--- src/rtl/uart_rx_depacketizer.sv ---
// uart_rx_depacketizer
//
// Receive-side UART framer. Recovers 10-bit frames (start 0, eight data bits
// LSB first, stop 1) from the serial line and pushes each good byte into the
// RX FIFO write port. Framing errors and FIFO overruns are reported as
// single-cycle pulses and accumulated in a saturating error counter.
//
// Ports:
//   i_clk          system clock, everything on the rising edge
//   i_rst          synchronous active-high reset
//   i_rx           asynchronous serial input, idles high
//   i_fifo_full    RX FIFO full flag, looked at in the write cycle
//   o_fifo_wr_en   one-cycle write strobe to the RX FIFO
//   o_fifo_wr_data received byte, valid with o_fifo_wr_en, otherwise holds
//   o_rx_busy      high whenever the receiver is not idle
//   o_frame_err    one-cycle pulse when the stop bit samples low
//   o_overrun      one-cycle pulse when a good byte is dropped (FIFO full)
//   o_err_count    saturating count of framing errors plus overruns

module uart_rx_depacketizer #(
  parameter int CLKS_PER_BIT = 868,
  parameter int HALF_BIT     = CLKS_PER_BIT / 2
) (
  input  logic       i_clk,
  input  logic       i_rst,
  input  logic       i_rx,
  input  logic       i_fifo_full,
  output logic       o_fifo_wr_en,
  output logic [7:0] o_fifo_wr_data,
  output logic       o_rx_busy,
  output logic       o_frame_err,
  output logic       o_overrun,
  output logic [7:0] o_err_count
);

  localparam int CNT_W = $clog2(CLKS_PER_BIT);
  localparam logic [CNT_W-1:0] BIT_LAST  = CNT_W'(CLKS_PER_BIT - 1);
  localparam logic [CNT_W-1:0] HALF_LAST = CNT_W'(HALF_BIT - 1);

  typedef enum logic [2:0] {
    ST_IDLE,
    ST_START,
    ST_DATA,
    ST_STOP,
    ST_WRITE,
    ST_WAIT_IDLE
  } rxState_t;

  rxState_t         r_state;
  logic             r_rxMeta;
  logic             r_rxSync;
  logic [CNT_W-1:0] r_cycleCnt;
  logic [2:0]       r_bitIdx;
  logic [7:0]       r_shift;
  logic             r_fifoWrEn;
  logic [7:0]       r_fifoWrData;
  logic             r_frameErr;
  logic             r_overrun;
  logic [7:0]       r_errCount;

  logic w_rxS;
  logic w_errSat;

  assign w_rxS    = r_rxSync;
  assign w_errSat = (r_errCount == 8'hFF);

  // Two-flop synchronizer for the asynchronous line. Both stages reset to the
  // idle (high) level so a reset never looks like a start edge.
  always_ff @(posedge i_clk) begin
    if (i_rst) begin
      r_rxMeta <= 1'b1;
      r_rxSync <= 1'b1;
    end else begin
      r_rxMeta <= i_rx;
      r_rxSync <= r_rxMeta;
    end
  end

  // Receive state machine. The start bit is re-checked at its midpoint to
  // reject glitches; after that every sample lands one full bit period later,
  // i.e. in the middle of each data bit and of the stop bit. The three strobes
  // default low every cycle so each one can only ever last a single cycle.
  // After a bad stop bit the machine waits for the line to return high so a
  // held-low break cannot be mistaken for a fresh start bit.
  always_ff @(posedge i_clk) begin
    if (i_rst) begin
      r_state      <= ST_IDLE;
      r_cycleCnt   <= '0;
      r_bitIdx     <= '0;
      r_shift      <= '0;
      r_fifoWrEn   <= 1'b0;
      r_fifoWrData <= '0;
      r_frameErr   <= 1'b0;
      r_overrun    <= 1'b0;
      r_errCount   <= '0;
    end else begin
      r_fifoWrEn <= 1'b0;
      r_frameErr <= 1'b0;
      r_overrun  <= 1'b0;

      case (r_state)
        ST_IDLE: begin
          if (!w_rxS) begin
            r_state    <= ST_START;
            r_cycleCnt <= '0;
          end
        end

        ST_START: begin
          if (r_cycleCnt == HALF_LAST) begin
            r_cycleCnt <= '0;
            if (!w_rxS) begin
              r_state  <= ST_DATA;
              r_bitIdx <= '0;
            end else begin
              r_state <= ST_IDLE;
            end
          end else begin
            r_cycleCnt <= r_cycleCnt + CNT_W'(1);
          end
        end

        ST_DATA: begin
          if (r_cycleCnt == BIT_LAST) begin
            r_cycleCnt        <= '0;
            r_shift[r_bitIdx] <= w_rxS;
            r_bitIdx          <= r_bitIdx + 3'd1;
            if (r_bitIdx == 3'd7) begin
              r_state <= ST_STOP;
            end
          end else begin
            r_cycleCnt <= r_cycleCnt + CNT_W'(1);
          end
        end

        ST_STOP: begin
          if (r_cycleCnt == BIT_LAST) begin
            r_cycleCnt <= '0;
            if (w_rxS) begin
              r_state <= ST_WRITE;
            end else begin
              r_state    <= ST_WAIT_IDLE;
              r_frameErr <= 1'b1;
              if (!w_errSat) begin
                r_errCount <= r_errCount + 8'd1;
              end
            end
          end else begin
            r_cycleCnt <= r_cycleCnt + CNT_W'(1);
          end
        end

        ST_WRITE: begin
          r_state <= ST_IDLE;
          if (!i_fifo_full) begin
            r_fifoWrEn   <= 1'b1;
            r_fifoWrData <= r_shift;
          end else begin
            r_overrun <= 1'b1;
            if (!w_errSat) begin
              r_errCount <= r_errCount + 8'd1;
            end
          end
        end

        ST_WAIT_IDLE: begin
          if (w_rxS) begin
            r_state <= ST_IDLE;
          end
        end

        default: begin
          r_state <= ST_IDLE;
        end
      endcase
    end
  end

  assign o_fifo_wr_en   = r_fifoWrEn;
  assign o_fifo_wr_data = r_fifoWrData;
  assign o_rx_busy      = (r_state != ST_IDLE);
  assign o_frame_err    = r_frameErr;
  assign o_overrun      = r_overrun;
  assign o_err_count    = r_errCount;

endmodule

--- config.mk ---
export PLATFORM = sky130hd
export DESIGN_NAME = uart_rx_depacketizer
export DESIGN_NICKNAME = d
export VERILOG_FILES = /design/src/rtl/uart_rx_depacketizer.sv
export SDC_FILE = /design/constraint.sdc
export NUM_CORES = 1
export LEC_CHECK = 0
export CAP_MARGIN = 20
export CORE_MARGIN = 5
export CORE_UTILIZATION = 38
export DETAILED_ROUTE_END_ITERATION = 10
export PLACE_DENSITY = 0.61
export SYNTH_ARGS = -nofsm -noshare
export SYNTH_HDL_FRONTEND = slang
export SYNTH_SLANG_ARGS = --single-unit
--- constraint.sdc ---
create_clock -name i_clk -period 4.7 [get_ports i_clk]
set_clock_uncertainty 0.1 [all_clocks]
set_input_delay 0.47 -clock i_clk [delete_from_list [all_inputs] [get_ports i_clk]]
set_output_delay 0.47 -clock i_clk [all_outputs]
set_load 0.005 [all_outputs]
# Word level (Yosys, flattened, before mapping)
# Index checks and enable logic that the tools add are counted.
[totals] ff_bits=45 in_bits=4 output_inout_bits=20 word_cells=81
[op_classes] add_sub_neg=3 order_cmp=2 eq_ne=18 muxes=28 n_bitwise=4 reduce_logical=15
[ops] operator="8-bit 2-to-1 mux" count=4
[ops] operator="10-bit 2-to-1 mux" count=3
[ops] operator="10-bit case mux with 3 select lines" count=1
[ops] operator="3-bit 2-to-1 mux" count=9
[ops] operator="2-bit inequality test (second input constant)" count=9
[ops] operator="8-bit case mux with 2 select lines" count=1
[ops] operator="3-bit case mux with 5 select lines" count=1
[ops] operator="10-bit by 1-bit adder with 10-bit output (second input constant)" count=1
[ops] operator="10-bit equality test (second input constant)" count=1
[ops] operator="10-bit by 9-bit equality test with 1-bit output (second input constant)" count=1
[ops] operator="3-bit equality test (second input constant)" count=3
[ops] operator="8-bit by 1-bit adder with 8-bit output (second input constant)" count=1
[ops] operator="8-bit bitwise mux" count=1
[ops] operator="8-bit equality test (second input constant)" count=1
[ops] operator="4-bit AND reduction" count=2
[ops] operator="3-bit by 2-bit equality test with 1-bit output (second input constant)" count=2
[ops] operator="3-bit case mux with 2 select lines" count=1
[ops] operator="2-bit AND reduction" count=3
[ops] operator="6-bit AND reduction" count=1
[ops] operator="3-bit nonzero test" count=2
[ops] operator="1-bit 2-to-1 mux" count=5
[ops] operator="3-bit by 4-bit < comparator with 1-bit output (second input constant)" count=1
[ops] operator="1-bit NOT" count=4
[ops] operator="2-bit nonzero test" count=2
[ops] operator="other kinds (9)" count=10

# Logic depth before layout (Yosys ltp)
[depth] ltp_word=5 depth_mapped=7 mapped_depth_nobuf=7

# Worst setup path after synthesis
# No wires, ideal clock.
[synth_timing] path_type="flip-flop to flip-flop" from="register r_cycleCnt[0]" to="register r_errCount[5] (netlist: o_err_count[5])" setup_time_ns=0.070 t_arrival_ns=1.900 t_required_ns=4.530 setup_slack_ns=2.629 stages_incl_launch_ff=7 path_buffers=0 synth_period_minus_slack_ns=2.071 path_cell_list="dfxtp_1 > ha_1 > nand4b_1 > o31ai_4 > nand3_4 > or4_1 > a21oi_1"
[synth_via] elab_chain_cells=3
[synth_rtl] element="start: declaration" line_no="52" text="logic [CNT_W-1:0] r_cycleCnt;"
[synth_rtl] element="start signal: assignment" line_no="119" text="r_cycleCnt <= r_cycleCnt + CNT_W'(1);"
[synth_rtl] element="start signal: assignment" line_no="132" text="r_cycleCnt <= r_cycleCnt + CNT_W'(1);"
[synth_rtl] element="start signal: assignment" line_no="149" text="r_cycleCnt <= r_cycleCnt + CNT_W'(1);"
[synth_rtl] element="10-bit equality test" line_no="137" text="if (r_cycleCnt == BIT_LAST) begin"
[synth_rtl] element="2-bit inequality test (no source line)"
[synth_rtl] element="4-bit AND reduction (no source line)"
[synth_rtl] element="end signal: assignment" line_no="145" text="r_errCount <= r_errCount + 8'd1;"
[synth_rtl] element="end signal: assignment" line_no="161" text="r_errCount <= r_errCount + 8'd1;"
[synth_rtl] element="end: declaration" line_no="59" text="logic [7:0] r_errCount;"
# Every way passes these cells.
# A chain may end at the register's enable or synchronous reset.

# Worst setup path in the final report
[layout_timing] from="register r_state[2]" to="register r_errCount[5] (netlist: o_err_count[5])"
[layout_via] elab_chain_cells=3 word_cells_on_any_way=8 classes_between="eq/ne: 5; mux: 1; reduce/logical: 2"
[layout_rtl] element="start: declaration" line_no="49" text="rxState_t r_state;"
[layout_rtl] element="start signal: assignment" line_no="87" text="r_state <= ST_IDLE;"
[layout_rtl] element="start signal: assignment" line_no="104" text="r_state <= ST_START;"
[layout_rtl] element="start signal: assignment" line_no="113" text="r_state <= ST_DATA;"
[layout_rtl] element="3-bit by 2-bit equality test with 1-bit output / 3-bit equality test (equally long branches)" line_no="101" text="case (r_state)"
[layout_rtl] element="2-bit inequality test (no source line) / 2-bit nonzero test (equally long branches)"
[layout_rtl] element="4-bit AND reduction (no source line)"
# Parallel ways exist; a longest one is shown, timed or not.

==> metrics.txt <==
max-slew violation count=0; Setup TNS=0 ns; CTS tree=done; initial antenna violation count=0; # diodes=0; Synth warnings=0; Hold Vio Cnt, Final=0; maximum vdd drop=between 0.1 and 0.15 mV; total routed wirelength=4370 µm; DIE WIDTH=85.3 µm; Buf+Inv Stages, Crit Path=0; sequential area share after synthesis=0.418; layout cells sized above 1=0.0865; DRT iter0 DRCs=127; Post-layout nets=274; critical path cell sequence=or4bb_1, o21ai_2, nand3_4, or4_1, a21oi_1; Syn Area/Cell=8.76 µm²; worst endpoint required time=4.83 ns; worst hold margin=around 0.31 ns; Synth cell types=46; Starting Density=0.392; synth top area cells=dfxtp_1 (42%), mux2i_1 (5.1%), nand2_1 (5.0%); RD Place Congestion=0.756; slowest stage cell, crit path=dfxtp_1; largest net degree at the start of global routing=42; Worst-Margin Slew=approximately 0.60 ns; Area Growth Syn to Fin=17.2%; dpl cells=330; Synth top area share=0.418; Clock Sinks=45; final setup margin=2.32 ns; classification of the worst setup path=reg -> reg; post-CTS setup buffers=0; Post-Layout Cell Count=338; RSZ-0062 raised after global routing=false; Worst setup SP type=flip-flop; Syn Nets=255; DRC=0; Main synth FF type=dfxtp_1; Clock Latency Late Sink=~0.30 ns; max_slew headroom=0.597; Post-DRT Antenna Nets=0; Reg area=901 µm²; vias per inst=5.08; gr ovfl total=0; CTS Buffer Depth=2; detailed-route via count=1717; R2R Path Start=r_state[2]$_SDFFE_PP0P_; P_leak=0.000894 µW; area leader, netlist=dfxtp_1; first-pass GRT wire length=7610 µm; Num CTS Buffers=5; post-CTS sizing=0; data arrival time of the worst path=2.52 ns; Max Freq=0.419 GHz; wire per inst=12.9 µm; Synth Register Bits=45; crit end category=flip-flop; fillcell total=562; First-pass DRT Iterations=4; Cell Area, Synth=2160 µm²; dpl ws=2.14 ns; crit-path leading delay family=simple AND/OR/NAND/NOR gates; Min-Delay Path Class=reg -> reg; outcome=finished, final reports clean; final worst path period need=about 2.4 ns; CTS HTree Levels=2; vias in the first global route=1626; maximum fanout along the worst path=18; post-layout util=0.459; async set-or-reset flop fraction in the synthesized netlist=0; Hold Buf Count CTS=0; CORE AREA=around 5500 µm²; Post-Synthesis Cells=246; die area=approximately 7300 µm²; row cnt=27; EDFF count, synth=0; io pins=24; Final setup viols=0; Tot GR Track Use=0.126; hpwl dp=~3000 µm; Max-Cap Viols=0; clock root cell=clkbuf_8; hold wc startpoint=r_rxMeta$_SDFF_PP1_; delay of the slowest critical-path stage=0.67 ns; die height=about 85 µm; footprint of the multi-input gates=1180 µm²; period utilization=0.507; pwr dens=261 nW/µm²; Crit. Startpoint=r_state[2]$_SDFFE_PP0P_; register clock-pin slew on the reported worst setup and hold paths=0.09 ns; port buffer count=23
==> logic make-up (layout without fill, tap and decap cells) <==
group                      after synthesis  count (layout)  synth area share
and+or+nand+nor                        121             121             0.317
xor gates and xnor gates                 8               8            0.0325
AOI/OAI and AO/OA                       38              38             0.118
adders and majority gates                5               5            0.0290
muxes                                   11              11            0.0511
buffers and inverters                   18              38            0.0342
DFF                                     45              45             0.418
==> metrics by stage <==
stage                     total power [µW]  cell area [µm²]
after floorplan                        412             2160
after global placement                 421             2430
after global routing                   683             2530
final                                  658             2530
after detailed placement               421             2430
after CTS                              666             2530
==> placed cells by master, fill, tap and decap left out, types with 6 or more instances in the layout <==
| master | count |
|---|---|
| a21oi_1 | 20 |
| mux2i_1 | 11 |
| xor2_1 | 6 |
| or3_1 | 10 |
| and2_1 | 7 |
| inv_1 | 6 |
| nand2_1 | 29 |
| nand3_1 | 9 |
| nor2_1 | 24 |
| clkdlybuf4s50_1 | 23 |
| nor3_1 | 6 |
| dfxtp_1 | 45 |
==> final cells by class <==
cell class / count / area share
flip-flops and latches: 45 / 0.357
repair buffers: 24 / 0.0941
well taps: 72 / 0.0357
inverters: 6 / 0.00892
clock inverters: 3 / 0.00991
multi-input cells: 183 / 0.468
clock buffers: 5 / 0.0272
==> power breakdown <==
group	total, µW	leakage [µW]	internal (µW)	switching (µW)
sequential	387	0.000363	383	4.29
combinational	24.5	0.000486	9.32	15.2
clock	247	0.0000447	107	139
==> metal layers <==
layer,GRT usage,vias to the layer above,share of wire
li1,-,905,-
met1,0.167,783,0.50
met2,0.200,24,0.45
met3,0.0330,5,0.038
met4,0.0360,0,0.012
met5,0,-,0
==> cells in the mapped netlist (2+ instances only) <==
library cell / count
or2_2: 3
nand4_1: 5
dfxtp_1: 45
a21oi_1: 20
clkbuf_1: 9
and4bb_2: 2
nand3b_1: 2
buf_2: 2
a31oi_1: 2
xnor2_1: 2
nand2b_1: 4
nand4b_1: 4
xor2_1: 6
mux2i_1: 11
nor3_1: 6
or3b_2: 2
nor2_1: 24
a311oi_1: 2
inv_1: 6
ha_1: 5
nand3_1: 9
and2_1: 7
nand2_1: 29
o21ai_0: 5
and3_1: 2
or4_1: 2
or3_1: 10
nor4_1: 2
==> registers in the layout (all words and copies together) (netlist names) <==
name            cells
r_rxSync            1
o_overrun           1
r_state             3
o_err_count         8
r_bitIdx            3
r_rxMeta            1
o_fifo_wr_en        1
o_fifo_wr_data      8
r_shift             8
o_frame_err         1
r_cycleCnt         10
==> worst paths after layout <==
check | slack, ns | to | cells past startpoint
worst max-delay path | 2.32 | o_err_count[5]$_SDFFE_PP0P_ | 5
worst min-delay path | 0.31 | r_rxSync$_SDFF_PP1_ | 1
worst max register to register | 2.32 | o_err_count[5]$_SDFFE_PP0P_ | 5
worst min register to register | 0.31 | r_rxSync$_SDFF_PP1_ | 1
(Power assumes the default switching activity.)
